===== src/rtl/mux_16.sv =====
// 16:1 WIDTH-bit selector with an optional output register; sel_i picks in0_i..in15_i.
// Used by the data cache to extract a byte, half-word or word from a 128-bit block.
module mux_16 #(
    parameter int WIDTH   = 8,
    parameter bit REG_OUT = 1'b1
) (
    input  logic             clk,
    input  logic             rst,
    input  logic             en_i,
    input  logic [3:0]       sel_i,
    input  logic [WIDTH-1:0] in0_i,
    input  logic [WIDTH-1:0] in1_i,
    input  logic [WIDTH-1:0] in2_i,
    input  logic [WIDTH-1:0] in3_i,
    input  logic [WIDTH-1:0] in4_i,
    input  logic [WIDTH-1:0] in5_i,
    input  logic [WIDTH-1:0] in6_i,
    input  logic [WIDTH-1:0] in7_i,
    input  logic [WIDTH-1:0] in8_i,
    input  logic [WIDTH-1:0] in9_i,
    input  logic [WIDTH-1:0] in10_i,
    input  logic [WIDTH-1:0] in11_i,
    input  logic [WIDTH-1:0] in12_i,
    input  logic [WIDTH-1:0] in13_i,
    input  logic [WIDTH-1:0] in14_i,
    input  logic [WIDTH-1:0] in15_i,
    output logic [WIDTH-1:0] out_o
);

    logic [WIDTH-1:0] data [16];
    logic [WIDTH-1:0] sel;

    assign data[0]  = in0_i;
    assign data[1]  = in1_i;
    assign data[2]  = in2_i;
    assign data[3]  = in3_i;
    assign data[4]  = in4_i;
    assign data[5]  = in5_i;
    assign data[6]  = in6_i;
    assign data[7]  = in7_i;
    assign data[8]  = in8_i;
    assign data[9]  = in9_i;
    assign data[10] = in10_i;
    assign data[11] = in11_i;
    assign data[12] = in12_i;
    assign data[13] = in13_i;
    assign data[14] = in14_i;
    assign data[15] = in15_i;

    // Array indexing rather than a case: an X on sel_i reaches out_o instead of being masked.
    assign sel = data[sel_i];

    generate
        if (REG_OUT) begin : g_reg
            logic [WIDTH-1:0] out_q;

            // NOTE: non-blocking assignments in the clocked block; the async reset clears out_q
            // without a clock, and en_i=0 simply holds (no else branch needed for a flop).
            always_ff @(posedge clk or posedge rst) begin
                if (rst) begin
                    out_q <= '0;
                end else if (en_i) begin
                    out_q <= sel;
                end
            end

            assign out_o = out_q;
        end else begin : g_comb
            assign out_o = sel;
        end
    endgenerate

endmodule


===== config.mk =====
export PLATFORM = sky130hd
export DESIGN_NAME = mux_16
export DESIGN_NICKNAME = d
export VERILOG_FILES = /design/src/rtl/mux_16.sv
export SDC_FILE = /design/constraint.sdc
export NUM_CORES = 1
export LEC_CHECK = 0
export ABC_AREA = 1
export ABC_CLOCK_PERIOD_IN_PS = 1850
export BUFFER_PORTS_ARGS = -buffer_cell sky130_fd_sc_hd__buf_2
export CORE_MARGIN = 1.5
export CORE_UTILIZATION = 42
export CTS_CLUSTER_SIZE = 40
export DETAILED_ROUTE_END_ITERATION = 7
export PLACE_DENSITY = 0.87
export REMOVE_ABC_BUFFERS = 1
export SLEW_MARGIN = 20
export SYNTH_ARGS = -nofsm -noshare
export SYNTH_HDL_FRONTEND = slang
export SYNTH_SLANG_ARGS = --single-unit

===== constraint.sdc =====
create_clock -name clk -period 1.85 [get_ports clk]
set_clock_uncertainty 0.1 [all_clocks]
set_input_delay 0.2775 -clock clk [delete_from_list [all_inputs] [get_ports clk]]
set_output_delay 0.2775 -clock clk [all_outputs]
set_load 0.02 [all_outputs]

# == Yosys cells after proc, flatten, opt, wreduce, memory -nomap -nowiden ==
# Cells that the tools add are included.
# classes
magnitude_cmp,1
n_mux,3
n_bitwise,1
# ops
cell,count
8-bit binary-select mux with 4-bit select,1
8-bit two-way mux,2
5-bit greater-or-equal comparator (second input constant),1
4-bit inverter with 5-bit output,1
# word_totals
reg_bits,8
input_bits,135
output_inout_bits,8
wordCells,6

# == Longest topological paths before layout ==
# Gate-level depths: netlist of the first run.
# logic_depth
depth_word,4
depth_mapped,10

# == Least setup slack after synthesis of the first run ==
# OpenSTA, ideal clock, no wires.
# synth_timing
path_type,input to register
start,input sel_i[1]
end,"register g_reg.out_q[0], in the netlist out_o[0]"
t_arrival_ns,0.969
t_required_ns,1.634
path_slack_ns,0.664
path_stages,10
path_buffers,2
cell_sequence,buf_6 -> inv_2 -> buf_4 -> nand3_1 -> nand3_1 -> nand2_1 -> nand2_1 -> nand2_1 -> nand2_1 -> nand2_1
# synth_via
elab_chain_len,4
# synth_lines
item,line_no,source
from (decl),10,"input logic [3:0] sel_i,"
4-bit inverter with 5-bit output (not written as such),51,assign sel = data[sel_i];
8-bit binary-select mux with 4-bit select,51,
8-bit two-way mux (not written as such) (2 in a row),51,
to (signal assigned),63,out_q <= sel;
to (decl),55,logic [WIDTH-1:0] out_q;
# No other way between the ends. The select of a mux whose other input is x is not followed.
# A chain may end at the register's enable or synchronous reset.

# == Worst setup path in the final report of the first run ==
# layout_timing
start,input sel_i[1]
end,"register g_reg.out_q[6], in the netlist out_o[6]"
# The elaborated chain is that of the path after synthesis.

==> qor.json, run 1 <==
{
  "outcome": {
    "outcome": "finished clean"
  },
  "timing": {
    "tns_ns": 0,
    "timing.final.hold_violations": 0,
    "slew-limit-headroom": 0.645,
    "fmax_ghz": 0.732,
    "ratio_of_final_minimum_period_to_clock_period": 0.739,
    "setup_slack_ns": 0.484,
    "measured_slew_at_the_worst_slew_check_pin_ns": 0.532,
    "fin_hold_ws_ns": 0.260,
    "grt_setup_unrepaired": "false",
    "period_minus_slack_ns": 1.37,
    "setup-violations-final": 0,
    "final_max_slew_viol_count": 0
  },
  "pwr": {
    "max-vdd-ir-drop_mv": 0.264,
    "power.share.combinational": 0.543,
    "net-switching-power_mw": 0.356,
    "net_switching_share_of_the_total_power": 0.386,
    "cell_internal_power_mw": 0.566,
    "cellPowerDensity_nw_per_um2": 401,
    "leakagePower_nw": 1.43,
    "share_of_total_power_in_sequential_cells": 0.232,
    "clkPwrFrac": 0.225
  },
  "worst_setup_path": {
    "start_kind": "primary input",
    "reg_to_reg_slack_setup_ns": 1.12,
    "crit_type": "primary input to register",
    "worst-r2r-cell-count": 2,
    "critPathRequiredTime_ns": 1.87,
    "regToRegStartpoint": "out_o[0]$_DFFE_PP0P_",
    "timing.critical_path.fanout_max": 32,
    "r2r-end": "out_o[0]$_DFFE_PP0P_",
    "setup.worst_path.end_class": "register",
    "critical_path_arrival_ns": 1.38
  },
  "global_routing": {
    "globalRouteMet3Util": 0.0290,
    "grt_max_degree": 65,
    "grt_pass1_vias": 2161,
    "grt_first_pass_wirelength_mm": 8.71,
    "globalRouteMet2Util": 0.485,
    "gr-usage-all-layers": 0.243,
    "groute.layer.met1.usage": 0.269,
    "grt.busiest_layer": "met2",
    "grt_overflow_total": 0,
    "number_of_antenna_violations_at_the_first_check_in_global_routing": 0
  },
  "final_layout": {
    "synthToLayoutAreaGrowth_pct": 36.6,
    "largest_register_ffs": 8,
    "num_antenna_cells": 0,
    "num-nets-final": 589,
    "register_area_sq_um": 200,
    "multiInputGateArea_sq_um": 1200,
    "n_fill_cell": 390,
    "post_route_cells_drive_above_1_share": 0.334
  },
  "routing": {
    "drt-total-wl_mm": 5.36,
    "via_density_per_instance": 4.99,
    "route.detailed.wl_per_inst_microns": 10.7,
    "number_of_design_rule_violations_left_by_the_first_detailed_router_iteration": 134,
    "vias": 2494,
    "first_pass_iters": 4,
    "remaining_number_of_nets_flagged_by_the_antenna_check_after_routing": 0,
    "drcViolationCount": 0
  },
  "synth": {
    "yosysUniqueCellTypes": 9,
    "synth.top_cells.by_area": "nand2_1, nand3_1, dfrtp_1",
    "synth.yosys.warnings": 0,
    "synth_sequential_area_ratio": 0.119,
    "synthFlopType": "dfrtp_1",
    "synth_top_cell_area_share": 0.428,
    "synth_largest_area_cell": "nand2_1",
    "most_numerous_cell_in_the_yosys_netlist": "nand2_1",
    "async_reset_ff_frac": 1.00,
    "count_of_state_elements_after_synthesis": 8,
    "syn-instance-count": 327,
    "post_synth_most_frequent_cells": "nand2_1, nand3_1, buf_6",
    "netlist_area_sq_um": 1680,
    "syn_avg_cell_area_sq_um": 5.15,
    "synth-edff-count": 0
  },
  "die": {
    "die_h_microns": 66.3,
    "die_w_microns": 66.3,
    "top_level_ports": 143,
    "floorplan.core_area_sq_um": 3740,
    "floorplan.die_area_sq_um": 4400,
    "floorplan.initialDensity": 0.450,
    "floorplan.rows": 22
  },
  "clocking": {
    "tritoncts_clock_tree": "done",
    "clk-insertion-delay-late_ns": 0.23,
    "count_of_h_tree_levels_built_during_cts": 1,
    "ctsLongestPathBuffers": 2,
    "clock_tree.root_cell": "clkbuf_8",
    "clock-sinks": 8,
    "total_cts_buffers": 3,
    "resized_gates_after_cts": 0,
    "clkSlewWorstSetupHoldPaths_ns": 0.04
  },
  "placement": {
    "port-buffer-count": 142,
    "place.gp.congestion": 0.795,
    "dp_slack_ns": 0.278,
    "detailedPlacementHpwl_mm": 4.18
  },
  "worst_hold_path": {
    "capture_endpoint_of_the_worst_hold_path": "out_o[7]$_DFFE_PP0P_",
    "hold_start": "en_i",
    "min_delay_path_depth": 3,
    "hold_wc_path_type": "primary input to register"
  },
  "run": {
    "drv_cap": 0
  }
}
[power by group through the flow]
stage | Sequential (mW) | Clock [mW] | Combinational [mW]
global placement | 0.216 | 0 | 0.496
floorplan | 0.243 | 0 | 0.215
global route | 0.216 | 0.220 | 0.566
detailed placement | 0.216 | 0 | 0.499
finish | 0.214 | 0.208 | 0.501
CTS | 0.214 | 0.210 | 0.503
[metal layers]
metal	routed length, microns	vias up
met2	2600	131
li1	-	1301
met3	501	6
met1	2190	1056
met5	0	-
met4	57	0
[cell type report]
| cell class | count | area share |
|---|---|---|
| multi-input cells | 288 | 0.522 |
| repair buffers | 147 | 0.337 |
| flip-flops and latches | 8 | 0.0870 |
| well taps | 48 | 0.0261 |
| clock buffers | 3 | 0.0179 |
| inverters | 6 | 0.00979 |
[per-stage QoR]
step            util  cell area (sq um)  std cells  total power, mW
2_1_floorplan      -               1420        302            0.457
3_3_place_gp   0.601               2250        496            0.712
3_5_place_dp   0.601               2250        496            0.716
4_1_cts        0.615               2300        500            0.927
5_1_grt        0.615               2300        500             1.00
6_report       0.615               2300        500            0.922
[timing repair]
item	in CTS	in global routing
hold buffers	1	0
hold endpoints to repair	8	0
setup buffers	0	0
[critical path, stage by stage]
cell and delay [ns]:
buf_2 0.11, inv_2 0.39, nand3_1 0.18, nand3_1 0.12
nand2_1 0.07, nand2_1 0.07, nand2_1 0.05, nand2_1 0.05
nand2_1 0.05
[cell families after synthesis]
logic type | share of synthesized area
simple gates | 0.713
buf+inv | 0.168
flops | 0.119
[cells in the final DEF (no fill, tap or decap)]
cell type,n
dfrtp_1,8
nand2_1,192
nand3_1,96
clkbuf_8,3
buf_4,2
buf_12,2
buf_2,142
inv_1,4
dlygate4sd3_1,1
inv_2,2
[worst max-delay path by stage]
stage	to	depth (start not counted)	slack, ns	startpoint
6_report	out_o[6]$_DFFE_PP0P_	9	0.48	sel_i[1]
5_1_grt	out_o[6]$_DFFE_PP0P_	9	0.38	sel_i[1]
4_1_cts	out_o[6]$_DFFE_PP0P_	9	0.51	sel_i[1]
2_1_floorplan	out_o[0]$_DFFE_PP0P_	9	0.43	sel_i[0]
3_3_place_gp	out_o[5]$_DFFE_PP0P_	9	0.29	sel_i[1]
3_5_place_dp	out_o[6]$_DFFE_PP0P_	9	0.28	sel_i[1]
Power figures use the tool's default switching activity.
==> run 2, diff against run 1 <==
--- a/config.mk
+++ b/config.mk
@@ -6,13 +6,13 @@
 export NUM_CORES = 1
 export LEC_CHECK = 0
 export ABC_AREA = 1
-export ABC_CLOCK_PERIOD_IN_PS = 1850
+export ABC_CLOCK_PERIOD_IN_PS = 1200
 export BUFFER_PORTS_ARGS = -buffer_cell sky130_fd_sc_hd__buf_2
 export CORE_MARGIN = 1.5
-export CORE_UTILIZATION = 42
+export CORE_UTILIZATION = 35
 export CTS_CLUSTER_SIZE = 40
 export DETAILED_ROUTE_END_ITERATION = 7
-export PLACE_DENSITY = 0.87
+export PLACE_DENSITY = 0.77
 export REMOVE_ABC_BUFFERS = 1
 export SLEW_MARGIN = 20
 export SYNTH_ARGS = -nofsm -noshare
==> constraint.sdc (replaced) <==
create_clock -name clk -period 1.2 [get_ports clk]
set_clock_uncertainty 0.1 [all_clocks]
set_input_delay 0.18 -clock clk [delete_from_list [all_inputs] [get_ports clk]]
set_output_delay 0.18 -clock clk [all_outputs]
set_load 0.02 [all_outputs]
==> run 2 against run 1 <==
Effect of this change:
- critical path depth grew 2
- clock power grew 53%
- sequential share of layout area shrank 0.53 points
- non-clock buffer count grew 7
- worst hold slack lost 0.086 ns
- count of clock-buffer cells in the layout is the same
- via count grew 3.2%
- critical endpoint is now out_o[4]$_DFFE_PP0P_
- largest cell class unchanged
==> qor.json, run 2 (synthesized netlist as in run 1, its figures left out) <==
{
  "placement": {
    "place.gp.congestion": 0.819,
    "port-buffer-count": 142,
    "detailedPlacementHpwl_mm": 4.59,
    "placed_cells_incl_taps": 507
  },
  "final_layout": {
    "post_route_cells_drive_above_1_share": 0.344,
    "multiInputGateArea_sq_um": 1200,
    "n_fill_cell": 519,
    "layout_common_cells": "nand2_1, buf_2, nand3_1",
    "largest_register_ffs": 8,
    "finalNonFillerCells": 513,
    "synthToLayoutAreaGrowth_pct": 45.5,
    "num_antenna_cells": 0,
    "register_area_sq_um": 200,
    "num-nets-final": 596,
    "final_core_utilization": 0.522,
    "final_common_cell": "nand2_1"
  },
  "pwr": {
    "leakagePower_nw": 1.50,
    "net-switching-power_mw": 0.573,
    "cell_internal_power_mw": 0.920,
    "power.share.combinational": 0.567,
    "cellPowerDensity_nw_per_um2": 609,
    "max-vdd-ir-drop_mv": 0.447,
    "clkPwrFrac": 0.214,
    "net_switching_share_of_the_total_power": 0.384,
    "share_of_total_power_in_sequential_cells": 0.220
  },
  "routing": {
    "vias": 2573,
    "drcViolationCount": 0,
    "remaining_number_of_nets_flagged_by_the_antenna_check_after_routing": 0,
    "first_pass_iters": 5,
    "number_of_design_rule_violations_left_by_the_first_detailed_router_iteration": 111,
    "route.detailed.wl_per_inst_microns": 12.0,
    "via_density_per_instance": 5.02,
    "drt-total-wl_mm": 6.16
  },
  "die": {
    "floorplan.core_area_sq_um": 4690,
    "floorplan.die_area_sq_um": 5240,
    "die_w_microns": 72.4,
    "die_h_microns": 72.4,
    "floorplan.rows": 25,
    "floorplan.initialDensity": 0.359,
    "top_level_ports": 143
  },
  "timing": {
    "setup-violations-final": 0,
    "ratio_of_final_minimum_period_to_clock_period": 0.914,
    "period_minus_slack_ns": 1.10,
    "fmax_ghz": 0.912,
    "measured_slew_at_the_worst_slew_check_pin_ns": 0.323,
    "grt_setup_unrepaired": "false",
    "timing.final.hold_violations": 0,
    "final_max_slew_viol_count": 0,
    "tns_ns": 0,
    "slew-limit-headroom": 0.784
  },
  "worst_setup_path": {
    "critical-path-slowest-cell": "clkbuf_4",
    "crit_chain": "clkbuf_4 -> inv_4 -> clkbuf_16 -> nand2_1 -> nand3_1 -> nand3_1 -> nand2_1 -> nand2_1 -> nand2_1 -> nand2_1 -> nand2_1",
    "critPathRequiredTime_ns": 1.21,
    "critical_path_arrival_ns": 1.11,
    "setup.worst_path.end_class": "register",
    "start_kind": "primary input",
    "worst-r2r-cell-count": 2,
    "crit_type": "primary input to register",
    "critical_path.most_common_cell": "nand2_1",
    "timing.critical_path.fanout_max": 19,
    "stage_delay_of_the_slowest_cell_on_the_critical_path_ns": 0.18
  },
  "global_routing": {
    "grt_first_pass_wirelength_mm": 9.25,
    "grt_max_degree": 65,
    "gr-usage-all-layers": 0.214,
    "grt_pass1_vias": 2272,
    "number_of_antenna_violations_at_the_first_check_in_global_routing": 0,
    "grt_overflow_total": 0
  },
  "clocking": {
    "clock_tree.root_cell": "clkbuf_8",
    "post_cts.repair.setup_buffers": 0,
    "ctsLongestPathBuffers": 2,
    "clkSlewWorstSetupHoldPaths_ns": 0.04,
    "count_of_h_tree_levels_built_during_cts": 1,
    "tritoncts_clock_tree": "done",
    "clk-insertion-delay-late_ns": 0.22,
    "total_cts_buffers": 3,
    "clock-sinks": 8
  },
  "run": {
    "drv_cap": 0
  },
  "outcome": {
    "outcome": "finished clean"
  },
  "worst_hold_path": {
    "hold_wc_path_type": "primary input to register",
    "min_delay_path_depth": 3
  }
}
-- run 2: cell count changes in the layout (fill, tap and decap cells not counted) --
cell	before	now
clkbuf_16	0	2
buf_2	142	141
inv_4	0	1
inv_2	2	1
clkbuf_4	0	1
buf_12	2	6
buf_4	2	3
-- run 2: what timing repair did --
| item | 4_1_cts | 5_1_grt |
|---|---|---|
| hold buffers | 1 | 0 |
| endpoints found under the hold margin | 8 | 0 |
| setup endpoints to repair | 0 | 1 |
| gates resized for setup | 0 | 2 |
-- run 2: final timing paths --
path	endpoint	slack, ns	startpoint
min in group asynchronous	out_o[7]$_DFFE_PP0P_	0.36	rst
setup / recovery	out_o[4]$_DFFE_PP0P_	0.10	sel_i[0]
max in group asynchronous	out_o[5]$_DFFE_PP0P_	0.40	rst
setup reg to reg	out_o[5]$_DFFE_PP0P_	0.47	out_o[5]$_DFFE_PP0P_
hold / removal	out_o[2]$_DFFE_PP0P_	0.17	en_i
hold reg to reg	out_o[2]$_DFFE_PP0P_	0.38	out_o[2]$_DFFE_PP0P_
-- run 2: layout make-up --
cell class / count / share of cell area
Tap cell: 54 / 0.0276
Clock buffer: 3 / 0.0168
Sequential cell: 8 / 0.0817
Multi-Input combinational cell: 288 / 0.490
Timing Repair Buffer: 154 / 0.374
Inverter: 6 / 0.0102
-- run 2: worst max-delay path, delay by kind of cell --
kind                   cells  cell delay, ns
AND/OR/NAND/NOR            8            0.49
buffers and inverters      3            0.44
-- run 2: stage by stage --
stage	hold slack (ns)	cell area, sq um	setup slack [ns]	total power [mW]
finish	0.174	2450	0.104	1.49
global placement	0.0386	2340	-0.0925	1.14
floorplan	-0.104	1420	-0.121	0.705
CTS	0.171	2400	0.111	1.47
detailed placement	0.0558	2340	-0.116	1.15
global route	0.188	2450	0.00238	1.61
-- run 2: power by group through the flow --
stage / sequential, mW / clock, mW / combinational (mW)
floorplan: 0.374 / 0 / 0.331
global placement: 0.331 / 0 / 0.809
detailed placement: 0.330 / 0 / 0.820
CTS: 0.328 / 0.320 / 0.825
global route: 0.332 / 0.335 / 0.944
finish: 0.328 / 0.319 / 0.846
-- run 2: metal layers --
| layer | share of wire | GRT usage | vias to the layer above | wire length (microns) |
|---|---|---|---|---|
| met1 | 0.40 | 0.245 | 1114 | 2450 |
| met4 | 0.021 | 0.0713 | 0 | 132 |
| li1 | - | - | 1316 | - |
| met5 | 0 | 0 | - | 0 |
| met2 | 0.50 | 0.418 | 131 | 3110 |
| met3 | 0.077 | 0.0125 | 12 | 473 |
==> run 3, diff against run 2 <==
--- a/config.mk
+++ b/config.mk
@@ -6,7 +6,7 @@
 export NUM_CORES = 1
 export LEC_CHECK = 0
 export ABC_AREA = 1
-export ABC_CLOCK_PERIOD_IN_PS = 1200
+export ABC_CLOCK_PERIOD_IN_PS = 1000
 export BUFFER_PORTS_ARGS = -buffer_cell sky130_fd_sc_hd__buf_2
 export CORE_MARGIN = 1.5
 export CORE_UTILIZATION = 35
==> constraint.sdc (replaced) <==
create_clock -name clk -period 1 [get_ports clk]
set_clock_uncertainty 0.1 [all_clocks]
set_input_delay 0.15 -clock clk [delete_from_list [all_inputs] [get_ports clk]]
set_output_delay 0.15 -clock clk [all_outputs]
set_load 0.02 [all_outputs]
==> run 3 against run 2 <==
Effect of this change:
- the flow now finishes with violations (setup timing)
- register-to-register slack worse by 0.34 ns
- critical endpoint is now out_o[5]
- largest power group unchanged
- worst hold slack got worse by 0.047 ns
- non-clock buffer count increased by 17
- via count up 11%
- clock power increased by 34%
- sequential power up 24%
- wire length increased by 25%
==> qor.json, run 3 (synthesized netlist as in run 1, its figures left out) <==
{
  "worst_setup_path": {
    "crit_chain": "buf_6",
    "start_kind": "register",
    "timing.critical_path.fanout_max": 2,
    "crit_type": "register to primary output",
    "critPathTopFamily": "flip-flops",
    "path_buf_inv": 1,
    "stage_delay_of_the_slowest_cell_on_the_critical_path_ns": 0.41,
    "setup.worst_path.end_class": "primary output",
    "critPathRequiredTime_ns": 0.75,
    "critical_path_arrival_ns": 0.81,
    "critical-path-slowest-cell": "dfrtp_1"
  },
  "worst_hold_path": {
    "hold_wc_path_type": "primary input to register"
  },
  "global_routing": {
    "gr-usage-all-layers": 0.241,
    "grt.busiest_layer": "met2",
    "grt_max_degree": 33,
    "groute.layer.met1.usage": 0.277,
    "grt_first_pass_wirelength_mm": 10.1,
    "grt_pass1_vias": 2378,
    "number_of_antenna_violations_at_the_first_check_in_global_routing": 0,
    "grt_overflow_total": 0,
    "globalRouteMet2Util": 0.456,
    "globalRouteMet3Util": 0.0292
  },
  "routing": {
    "remaining_number_of_nets_flagged_by_the_antenna_check_after_routing": 0,
    "vias": 2845,
    "number_of_design_rule_violations_left_by_the_first_detailed_router_iteration": 385,
    "drcViolationCount": 0,
    "route.detailed.wl_per_inst_microns": 14.5,
    "via_density_per_instance": 5.37,
    "first_pass_iters": 5,
    "drt-total-wl_mm": 7.68
  },
  "pwr": {
    "cellPowerDensity_nw_per_um2": 735,
    "max-vdd-ir-drop_mv": 0.305,
    "power.total_mw": 2.13,
    "leakagePower_nw": 1.70
  },
  "clocking": {
    "clock_tree.root_cell": "clkbuf_8",
    "clock-sinks": 8,
    "tritoncts_clock_tree": "done",
    "ctsLongestPathBuffers": 2,
    "count_of_h_tree_levels_built_during_cts": 1,
    "clk-insertion-delay-late_ns": 0.24,
    "clkSlewWorstSetupHoldPaths_ns": 0.04,
    "total_cts_buffers": 3
  },
  "outcome": {
    "outcome": "finished with violations",
    "violations": "setup timing"
  },
  "final_layout": {
    "register_area_sq_um": 200,
    "n_fill_cell": 419,
    "final_common_cell": "nand2_1",
    "finalNonFillerCells": 530,
    "num_antenna_cells": 0,
    "layout_common_cells": "nand2_1, buf_2, nand3_1",
    "num-nets-final": 613,
    "multiInputGateArea_sq_um": 1210,
    "largest_register_ffs": 8,
    "post_route_cells_drive_above_1_share": 0.372,
    "synthToLayoutAreaGrowth_pct": 72.4
  },
  "timing": {
    "fmax_ghz": 0.946,
    "fin_hold_ws_ns": 0.127,
    "timing.final.hold_violations": 0,
    "setup-violations-final": 10,
    "period_minus_slack_ns": 1.06,
    "setup_slack_ns": -0.0574,
    "final_max_slew_viol_count": 0,
    "grt_setup_unrepaired": "true",
    "measured_slew_at_the_worst_slew_check_pin_ns": 0.322,
    "tns_ns": -0.323,
    "ratio_of_final_minimum_period_to_clock_period": 1.06,
    "slew-limit-headroom": 0.785
  },
  "die": {
    "top_level_ports": 143,
    "floorplan.core_area_sq_um": 4690,
    "die_h_microns": 72.4,
    "die_w_microns": 72.4,
    "floorplan.die_area_sq_um": 5240,
    "floorplan.initialDensity": 0.359,
    "floorplan.rows": 25
  },
  "run": {
    "drv_cap": 0
  },
  "placement": {
    "dp_slack_ns": -0.270,
    "detailedPlacementHpwl_mm": 4.62,
    "place.gp.congestion": 0.818,
    "port-buffer-count": 142,
    "placed_cells_incl_taps": 509
  }
}
[run 3: changes by cell type in the layout (fill, tap and decap cells not counted)]
cell	previous run	this run
nand3_1	96	94
nand3_2	0	2
buf_16	0	4
buf_6	0	10
inv_2	1	0
inv_4	1	0
buf_8	0	1
clkbuf_16	2	10
inv_16	0	1
buf_4	3	7
clkbuf_4	1	0
clkinv_8	0	1
buf_2	141	132
[run 3: timing repair]
| action | CTS | global route |
|---|---|---|
| buffers inserted | 1 | 1 |
| pin swaps | 0 | 3 |
| gates cloned | 3 | 12 |
| hold endpoints to repair | 8 | 0 |
| hold buffers | 1 | 0 |
| endpoints found under the setup margin | 12 | 16 |
| gates resized for setup | 26 | 14 |
[run 3: path summary, 6_finish.rpt]
path / cells after the start / start / slack, ns / end
setup / recovery: 1 / out_o[5]$_DFFE_PP0P_ / -0.06 / out_o[5]
hold / removal: 3 / en_i / 0.13 / out_o[1]$_DFFE_PP0P_
setup reg to reg: 3 / out_o[6]$_DFFE_PP0P_ / 0.13 / out_o[6]$_DFFE_PP0P_
hold reg to reg: 2 / out_o[4]$_DFFE_PP0P_ / 0.41 / out_o[4]$_DFFE_PP0P_
max in group asynchronous: 3 / rst / 0.26 / out_o[5]$_DFFE_PP0P_
min in group asynchronous: 3 / rst / 0.30 / out_o[2]$_DFFE_PP0P_
[run 3: layer usage]
layer  routed length (microns)  up-vias
met5                         0        -
met4                       244        0
met3                       750       32
met2                      3780      216
met1                      2900     1245
li1                          -     1352
[run 3: layout make-up]
class,instances,area share
well taps,54,0.0233
repair buffers,171,0.459
multi-input cells,288,0.417
inverters,6,0.0177
clock buffers,3,0.0142
flip-flops and latches,8,0.0690
[run 3: power by group]
part	internal, mW	switching (mW)
clock	0.264	0.162
sequential	0.369	0.0385
combinational	0.671	0.629
total	1.30	0.830
[run 3: worst min-delay path, delay by kind of cell]
family        cells  cell delay, ns
buf+inv           1            0.16
simple gates      2            0.12
[run 3: stage by stage]
| step | cell area, sq um | utilization |
|---|---|---|
| 2_1_floorplan | 1420 | - |
| 3_3_place_gp | 2360 | 0.503 |
| 3_5_place_dp | 2360 | 0.503 |
| 4_1_cts | 2570 | 0.548 |
| 5_1_grt | 2900 | 0.619 |
| 6_report | 2900 | 0.619 |
